### src/rtl/fan_step_scheduler.sv
// Control-step sequencer for the fan controller: step tick, ADC averaging,
// start/done handshake with the PID/PWM datapath and timeout supervision.
module fan_step_scheduler #(
    parameter int unsigned ADC_BITWIDTH = 4,
    parameter int unsigned PRESCALE     = 200000,
    parameter int unsigned AVG_LOG2     = 2,
    parameter int unsigned SAMPLE_GAP   = 16,
    parameter int unsigned TIMEOUT      = 64
) (
    input  logic                    clk_i,
    input  logic                    rst_i,
    input  logic                    enable_i,
    input  logic [ADC_BITWIDTH-1:0] ADC_value_i,
    input  logic [ADC_BITWIDTH-1:0] SET_value_i,
    input  logic                    pid_done_i,
    output logic [ADC_BITWIDTH-1:0] adc_avg_o,
    output logic [ADC_BITWIDTH-1:0] set_o,
    output logic                    pid_start_o,
    output logic [7:0]              step_count_o,
    output logic                    overrun_o,
    output logic                    fault_o,
    output logic [2:0]              state_o
);

    localparam int unsigned CNT_W       = (PRESCALE > 1) ? $clog2(PRESCALE) : 1;
    localparam int unsigned GAP_W       = (SAMPLE_GAP > 1) ? $clog2(SAMPLE_GAP) : 1;
    localparam int unsigned TO_W        = (TIMEOUT > 1) ? $clog2(TIMEOUT) : 1;
    localparam int unsigned SMP_W       = AVG_LOG2 + 1;
    localparam int unsigned ACC_W       = ADC_BITWIDTH + AVG_LOG2;
    localparam int unsigned NUM_SAMPLES = 2 ** AVG_LOG2;

    typedef enum logic [2:0] {
        IDLE      = 3'd0,
        WAIT_TICK = 3'd1,
        SAMPLE    = 3'd2,
        START     = 3'd3,
        WAIT_DONE = 3'd4,
        FAULT     = 3'd5
    } state_t;

    state_t             state_q;
    state_t             state_d;
    logic [CNT_W-1:0]   pre_cnt_q;
    logic [GAP_W-1:0]   gap_cnt_q;
    logic [SMP_W-1:0]   smp_cnt_q;
    logic [TO_W-1:0]    to_cnt_q;
    logic [ACC_W-1:0]   acc_q;

    logic               run_c;
    logic               tick_c;
    logic               gap_hit_c;
    logic               last_smp_c;
    logic               timeout_c;
    logic [ACC_W-1:0]   sum_c;

    // Prescaler runs only while a step cycle is active; the tick is its wrap point
    assign run_c      = enable_i && (state_q != IDLE) && (state_q != FAULT);
    assign tick_c     = run_c && (pre_cnt_q == CNT_W'(PRESCALE - 1));
    assign gap_hit_c  = (gap_cnt_q == GAP_W'(SAMPLE_GAP - 1));
    assign last_smp_c = (smp_cnt_q == SMP_W'(NUM_SAMPLES - 1));
    assign timeout_c  = (to_cnt_q == TO_W'(TIMEOUT - 1));
    assign sum_c      = acc_q + ACC_W'(ADC_value_i);
    assign state_o    = state_q;

    // State register
    always_ff @(posedge clk_i) begin
        if (rst_i) begin
            state_q <= IDLE;
        end else begin
            state_q <= state_d;
        end
    end

    // Next-state logic; dropping enable abandons whatever is in flight
    always_comb begin
        state_d = state_q;
        if (!enable_i) begin
            state_d = IDLE;
        end else begin
            case (state_q)
                IDLE:      state_d = WAIT_TICK;
                WAIT_TICK: if (tick_c) state_d = SAMPLE;
                SAMPLE:    if (gap_hit_c && last_smp_c) state_d = START;
                START:     state_d = WAIT_DONE;
                WAIT_DONE: begin
                    if (pid_done_i) begin
                        state_d = WAIT_TICK;
                    end else if (timeout_c) begin
                        state_d = FAULT;
                    end
                end
                FAULT:     state_d = FAULT;
                default:   state_d = IDLE;
            endcase
        end
    end

    // Step-tick prescaler
    always_ff @(posedge clk_i) begin
        if (rst_i || !run_c || tick_c) begin
            pre_cnt_q <= '0;
        end else begin
            pre_cnt_q <= pre_cnt_q + CNT_W'(1);
        end
    end

    // Sample spacing, sample count and accumulation
    always_ff @(posedge clk_i) begin
        if (rst_i) begin
            gap_cnt_q <= '0;
            smp_cnt_q <= '0;
            acc_q     <= '0;
        end else if (state_q == WAIT_TICK && state_d == SAMPLE) begin
            gap_cnt_q <= '0;
            smp_cnt_q <= '0;
            acc_q     <= '0;
        end else if (state_q == SAMPLE && enable_i) begin
            if (gap_hit_c) begin
                gap_cnt_q <= '0;
                smp_cnt_q <= smp_cnt_q + SMP_W'(1);
                acc_q     <= sum_c;
            end else begin
                gap_cnt_q <= gap_cnt_q + GAP_W'(1);
            end
        end
    end

    // Average and setpoint change only on the final-sample edge
    always_ff @(posedge clk_i) begin
        if (rst_i) begin
            adc_avg_o <= '0;
            set_o     <= '0;
        end else if (state_q == SAMPLE && state_d == START) begin
            adc_avg_o <= ADC_BITWIDTH'(sum_c >> AVG_LOG2);
            set_o     <= SET_value_i;
        end
    end

    // Handshake, step counting and sticky supervision flags
    always_ff @(posedge clk_i) begin
        if (rst_i) begin
            pid_start_o  <= 1'b0;
            to_cnt_q     <= '0;
            step_count_o <= 8'd0;
            overrun_o    <= 1'b0;
            fault_o      <= 1'b0;
        end else begin
            pid_start_o <= (state_d == START);
            to_cnt_q    <= (state_q == WAIT_DONE) ? to_cnt_q + TO_W'(1) : '0;
            if (state_q == WAIT_DONE && state_d == WAIT_TICK) begin
                step_count_o <= step_count_o + 8'd1;
            end
            if (!enable_i) begin
                overrun_o <= 1'b0;
            end else if (tick_c && (state_q inside {SAMPLE, START, WAIT_DONE})) begin
                overrun_o <= 1'b1;
            end
            if (!enable_i) begin
                fault_o <= 1'b0;
            end else if (state_q == WAIT_DONE && state_d == FAULT) begin
                fault_o <= 1'b1;
            end
        end
    end

endmodule

### config.mk
export PLATFORM = sky130hd
export DESIGN_NAME = fan_step_scheduler
export DESIGN_NICKNAME = d
export VERILOG_FILES = /design/src/rtl/fan_step_scheduler.sv
export SDC_FILE = /design/constraint.sdc
export NUM_CORES = 1
export LEC_CHECK = 0
export ABC_AREA = 1
export CELL_PAD_IN_SITES_DETAIL_PLACEMENT = 1
export CELL_PAD_IN_SITES_GLOBAL_PLACEMENT = 1
export CORE_AREA = 4 4 106 83
export DETAILED_ROUTE_END_ITERATION = 12
export DIE_AREA = 0 0 110 87
export PLACE_DENSITY_LB_ADDON = 0.1
export SLEW_MARGIN = 20
export SYNTH_ARGS = -nofsm -noshare
export SYNTH_HDL_FRONTEND = slang
export SYNTH_SLANG_ARGS = --single-unit
export TNS_END_PERCENT = 30
### constraint.sdc
create_clock -name clk_i -period 1.6 [get_ports clk_i]
set_input_delay 0.32 -clock clk_i [delete_from_list [all_inputs] [get_ports clk_i]]
set_output_delay 0.32 -clock clk_i [all_outputs]
set_load 0.01 [all_outputs]
# [Yosys cells after proc, flatten, opt, wreduce, memory -nomap -nowiden]
# Cells that the tools add are included.
[totals] regBits=59 latch_bits=0 ram_bits=0 rom_bits=0 in_bits=12 memories=0
[classes] add_sub_neg=6 multipliers=0 div=0 order_cmp=0 eq_ne=14 shifts=0 mux=7 bitwise=2 n_reduce_logical=20
[op_table] cell="18-bit by 1-bit adder with 18-bit output (second input constant)" count=1
[op_table] cell="18-bit == test (second input constant)" count=1
[op_table] cell="3-bit one-hot mux with 6 select lines" count=1
[op_table] cell="3-bit by 2-bit == test with 1-bit output (second input constant)" count=5
[op_table] cell="3-bit two-way mux" count=5
[op_table] cell="1-bit logical AND" count=10
[op_table] cell="3-bit == test (second input constant)" count=3
[op_table] cell="8-bit by 1-bit adder with 8-bit output (second input constant)" count=1
[op_table] cell="6-bit by 1-bit adder with 6-bit output (second input constant)" count=1
[op_table] cell="6-bit by 4-bit adder with 6-bit output" count=1
[op_table] cell="3-bit by 1-bit == test with 1-bit output (second input constant)" count=2
[op_table] cell="6-bit == test (second input constant)" count=1
[op_table] cell="3-bit nonzero test" count=2
[op_table] cell="2-bit OR reduction" count=3
[op_table] cell="4-bit by 1-bit adder with 4-bit output (second input constant)" count=1
[op_table] cell="4-bit == test (second input constant)" count=1
[op_table] cell="4-bit two-way mux" count=1
[op_table] cell="3-bit by 1-bit adder with 3-bit output (second input constant)" count=1
[op_table] cell="3-bit logical NOT" count=1
[op_table] cell="3-bit inequality test (second input constant)" count=1
[op_table] cell="1-bit logical OR" count=2
[op_table] cell="1-bit inverter" count=2
[op_table] cell="2-bit AND reduction" count=1
[op_table] cell="1-bit logical NOT" count=1

# [Depth between registers and ports, before layout]
[logic_depth] word_depth=10 ltp_mapped=12

# [Worst setup path before layout]
# Ideal clock, no wire load.
[synth_path] path_type="reg-to-reg" from="register pre_cnt_q[0]" to="register pre_cnt_q[3]" setup_ns=0.130 arrival_time_ns=1.517 required_time_ns=1.470 path_slack_ns=-0.047 path_stages_with_launch=10 cell_sequence="dfxtp_1 > ha_1 > nand2_1 > nor2_2 > nand3_1 > nor2_1 > nand2_1 > nand3_1 > clkbuf_1 > nor3b_1"
[synth_via] elab_chain_cells=3 word_cells_on_any_way=4
[synth_rtl] item="start: declaration" line_no="43" source="logic [CNT_W-1:0] pre_cnt_q;"
[synth_rtl] item="start signal: assignment" line_no="103" source="pre_cnt_q <= pre_cnt_q + CNT_W'(1);"
[synth_rtl] item="branches (longest 3 deep; another with 18-bit by 1-bit adder with 18-bit output)"
# Several ways; the timed one is not identified.
# A chain may end at the register's enable or synchronous reset.

# [Final worst setup path]
[layout_path] from="register to_cnt_q[0]" to="register adc_avg_o[0]"
[layout_via] elab_chain_cells=7
[layout_rtl] item="start: declaration" line_no="46" source="logic [TO_W-1:0] to_cnt_q;"
[layout_rtl] item="start signal: assignment" line_no="149" source="to_cnt_q <= (state_q == WAIT_DONE) ? to_cnt_q + TO_W'(1) : '0;"
[layout_rtl] item="6-bit == test" line_no="61" source="assign timeout_c = (to_cnt_q == TO_W'(TIMEOUT - 1));"
[layout_rtl] item="3-bit two-way mux" line_no="88" source="end else if (timeout_c) begin"
[layout_rtl] item="3-bit two-way mux" line_no="86" source="if (pid_done_i) begin"
[layout_rtl] item="3-bit one-hot mux with 6 select lines" line_no="80" source="case (state_q)"
[layout_rtl] item="3-bit two-way mux" line_no="77" source="if (!enable_i) begin"
[layout_rtl] item="3-bit by 2-bit == test with 1-bit output" line_no="133" source="end else if (state_q == SAMPLE && state_d == START) begin"
[layout_rtl] item="1-bit logical AND" line_no="133"
[layout_rtl] item="end signal: assignment" line_no="134" source="adc_avg_o <= ADC_BITWIDTH'(sum_c >> AVG_LOG2);"
[layout_rtl] item="end: declaration" line_no="16" source="output logic [ADC_BITWIDTH-1:0] adc_avg_o,"
# No other way between the ends.

==> out/qor.csv <==
stage,metric,value,unit
critical_path,startpoint_type,flip-flop,
power_and_ir_drop,ir_worst_vdd,0.352,mV
sta,hold_slack,467,ps
critical_path,worstPathBufferInverterCount,2,
clock_network,clockRootBuffer,clkbuf_8,
synth,ys_seq_area_share,43.1,%
drt,drc,0,
grt,grt_pass1_wl,13600,um
power_and_ir_drop,power_frac_clock,43.2,%
power_and_ir_drop,power.internal,2.23,mW
synth,synth.top_cell.area_share,43.1,%
clock_network,clk_pin_slew,60,ps
power_and_ir_drop,power_frac_comb,5.8,%
synth,synthAdderAreaFrac,5.30,%
synth,synth_seq_cells,59,
run,cap_violations,0,
sta,rsz0062_at_grt,true,
floorplanning,die-area,9570,um^2
floorplanning,die_x,110,um
floorplanning,initial_utilization,35.4,%
power_and_ir_drop,p_per_area,669,nW/um^2
critical_path,critPathSlowestCell,dfxtp_2,
sta,final_max_slew_viol_count,0,
synth,syn_nets,376,
clock_network,cts_htree_levels,3,
power_and_ir_drop,power.share.sequential,51.0,%
floorplanning,num_rows,28,
grt,grt_start_max_net_pins,21,
synth,synth_compound_area_share,10.9,%
cells_and_area,fin_cells,582,
synth,yosysTopAreaCell,dfxtp_1,
clock_network,clockBufferDepth,2,
drt,ant_nets,0,
place,port_buffers,33,
cells_and_area,layout_common_cells,"buf_4, nand2_1, dfxtp_1",
drt,wl_per_cell,14.4,um
cells_and_area,final_nets,496,
sta,finalClockSkew,7.42,ps
power_and_ir_drop,leakagePower,1.76,nW
sta,layout_setup_ws,-132,ps
critical_path,cpLargestDelayFamily,simple AND/OR/NAND/NOR gates,
critical_path,rrSetupSlack,-130,ps
sta,maxSlewHeadroom,75.9,%
critical_path,arrival,2000,ps
synth,ys_types,36,
drt,via_per_inst,4.78,
critical_path,critical_path_required,1870,ps
power_and_ir_drop,switchingPower,0.661,mW
cells_and_area,drive_gt1_share,36.9,%
clock_network,tritoncts.num_buffers,9,
critical_path,crit_type,flip-flop to flip-flop,
grt,first_global_vias,2855,
sta,fmax,577,MHz
critical_path,worstSetupEndpointType,flip-flop,
status,status,finished with violations,
grt,overflow,0,
floorplanning,core-area,7740,um^2
synth,synthSimpleGateAreaFrac,30.7,%
floorplanning,io_pins,34,
clock_network,cts_sinks,59,
clock_network,clk_latency,340,ps
drt,firstDrtPassIters,5,
critical_path,critPathMaxFanout,8,
sta,setup_viol_count_final,28,
synth,synthCells,353,
sta,tightest_slew,359,ps
sta,fin_crit_sh,108,%
status,failed_checks,setup timing,
drt,drt_iter0_drc,74,
floorplanning,die_h,87,um
critical_path,cp_slowest_stage_delay,350,ps
cells_and_area,final_common_cell,buf_4,
sta,final_hold_viol_count,0,
place,dpl.cell_count,559,
grt,grt_usage,18.4,%
drt,routed_wl,8370,um
synth,synth_area_per_cell,7.76,um^2
synth,synth_warnings,0,
synth,syn_area,2740,um^2
place,place_congestion,0.786,
power_and_ir_drop,swShare,22.9,%
critical_path,cp_cell_sequence,"ha_4, nand2_4, nor2_4, a21oi_2, nor2_2, nor2_4, buf_12, nand2_4, nand3_4, inv_6, nand2_2, a21oi_2",
synth,synth_xor_area_share,5.12,%
drt,routed-via-count,2780,
hold_path,min_path_type,flip-flop to flip-flop,
synth,synth_top_family_by_area,simple AND/OR/NAND/NOR gates,
grt,antenna_found_initial,0,
power_and_ir_drop,finalPower,2.89,mW
clock_network,cts_tree,built,
synth,netlist_top_cells_area,"dfxtp_1, nand2_1, a21oi_1, nor2_1, ha_1",
synth,synthMuxAreaShare,0,%
sta,period_minus_slack,1730,ps
place,dp_hpwl,5770,um
cells_and_area,area_delta_synth_final,57.7,%
cells_and_area,diodes,0,
-- layout make-up --
type | instances | area [um^2]
Timing Repair Buffer | 114 | 986
Inverter | 29 | 114
Tap cell | 105 | 131
Sequential cell | 59 | 1200
Clock buffer | 13 | 169
Fill cell | 932 | 3420
Clock inverter | 2 | 10.0
Multi-Input combinational cell | 260 | 1710
-- cell families (layout without fill, tap and decap cells) --
logic type,count (synthesis),in the layout
adders and majority gates,11,11
and+or+nand+nor,179,180
AOI/OAI and AO/OA,53,53
DFF,59,59
xor gates and xnor gates,16,16
buffers and inverters,35,158
-- per-stage QoR --
stage | worst slack (ps) | utilization, % | TNS [ps] | area, um^2
floorplan | -38.3 | - | -299 | 2740
global placement | -445 | 48.5 | -10380 | 3760
detailed placement | -527 | 48.5 | -12860 | 3760
CTS | -139 | 54.2 | -1970 | 4200
global route | -277 | 55.8 | -6710 | 4320
finish | -132 | 55.8 | -2280 | 4320
-- power groups by stage --
stage	Sequential [mW]	Clock, mW	Combinational (mW)
after global placement	1.51	0	0.137
after floorplan	1.51	0	0.0502
after CTS	1.47	1.28	0.157
final	1.47	1.25	0.168
after detailed placement	1.51	0	0.140
after global routing	1.47	1.37	0.180
-- tightest hold or removal path, stage by stage (launching register included) --
cell     delay [ps]
dfxtp_1         310
nand2_1          60
a21oi_1          60
-- flip-flops by register name (all words and copies together), names as in the netlist --
register	flops
state_o	3
pid_start_o	1
acc_q	6
gap_cnt_q	4
adc_avg_o	4
step_count_o	8
to_cnt_q	6
set_o	4
smp_cnt_q	3
pre_cnt_q	18
overrun_o	1
fault_o	1
-- path summary, 6_finish.rpt --
check | startpoint | endpoint | cells after the start
min reg2reg | set_o[0]$_SDFFE_PP0P_ | set_o[0]$_SDFFE_PP0P_ | 2
max reg2reg | to_cnt_q[0]$_SDFF_PP0_ | adc_avg_o[0]$_SDFFE_PP0P_ | 12
max | to_cnt_q[0]$_SDFF_PP0_ | adc_avg_o[0]$_SDFFE_PP0P_ | 12
min | set_o[0]$_SDFFE_PP0P_ | set_o[0]$_SDFFE_PP0P_ | 2
-- metal layers --
layer	wire length, um	up-vias	track usage [%]
met5	0	-	0
met4	77	0	4.64
li1	-	1418	-
met2	4190	27	31.4
met3	203	7	4.89
met1	3900	1328	22.9
-- what timing repair did --
item / in CTS / in global routing
setup endpoints to repair: 55 / 47
pin swaps: 23 / 16
gates cloned: 1 / 0
buffers inserted: 5 / 2
endpoints found under the hold margin: 0 / 0
hold buffers: 0 / 0
gates resized for setup: 72 / 27
-- cell usage after synthesis (all sizes together) --
master  number
nor2        45
o21a         1
fa           1
nand2       77
dfxtp       59
a21oi       41
ha          10
o21ba        1
or2          5
xor2         8
nor3b        9
xnor2        8
nor4         2
nor3         8
o21bai       2
clkbuf       4
o211ai       1
a211oi       1
nand3       22
o21ai        5
nand4       11
buf          2
a31oi        1
inv         29
Note: power is estimated with default switching activity, not from simulation.
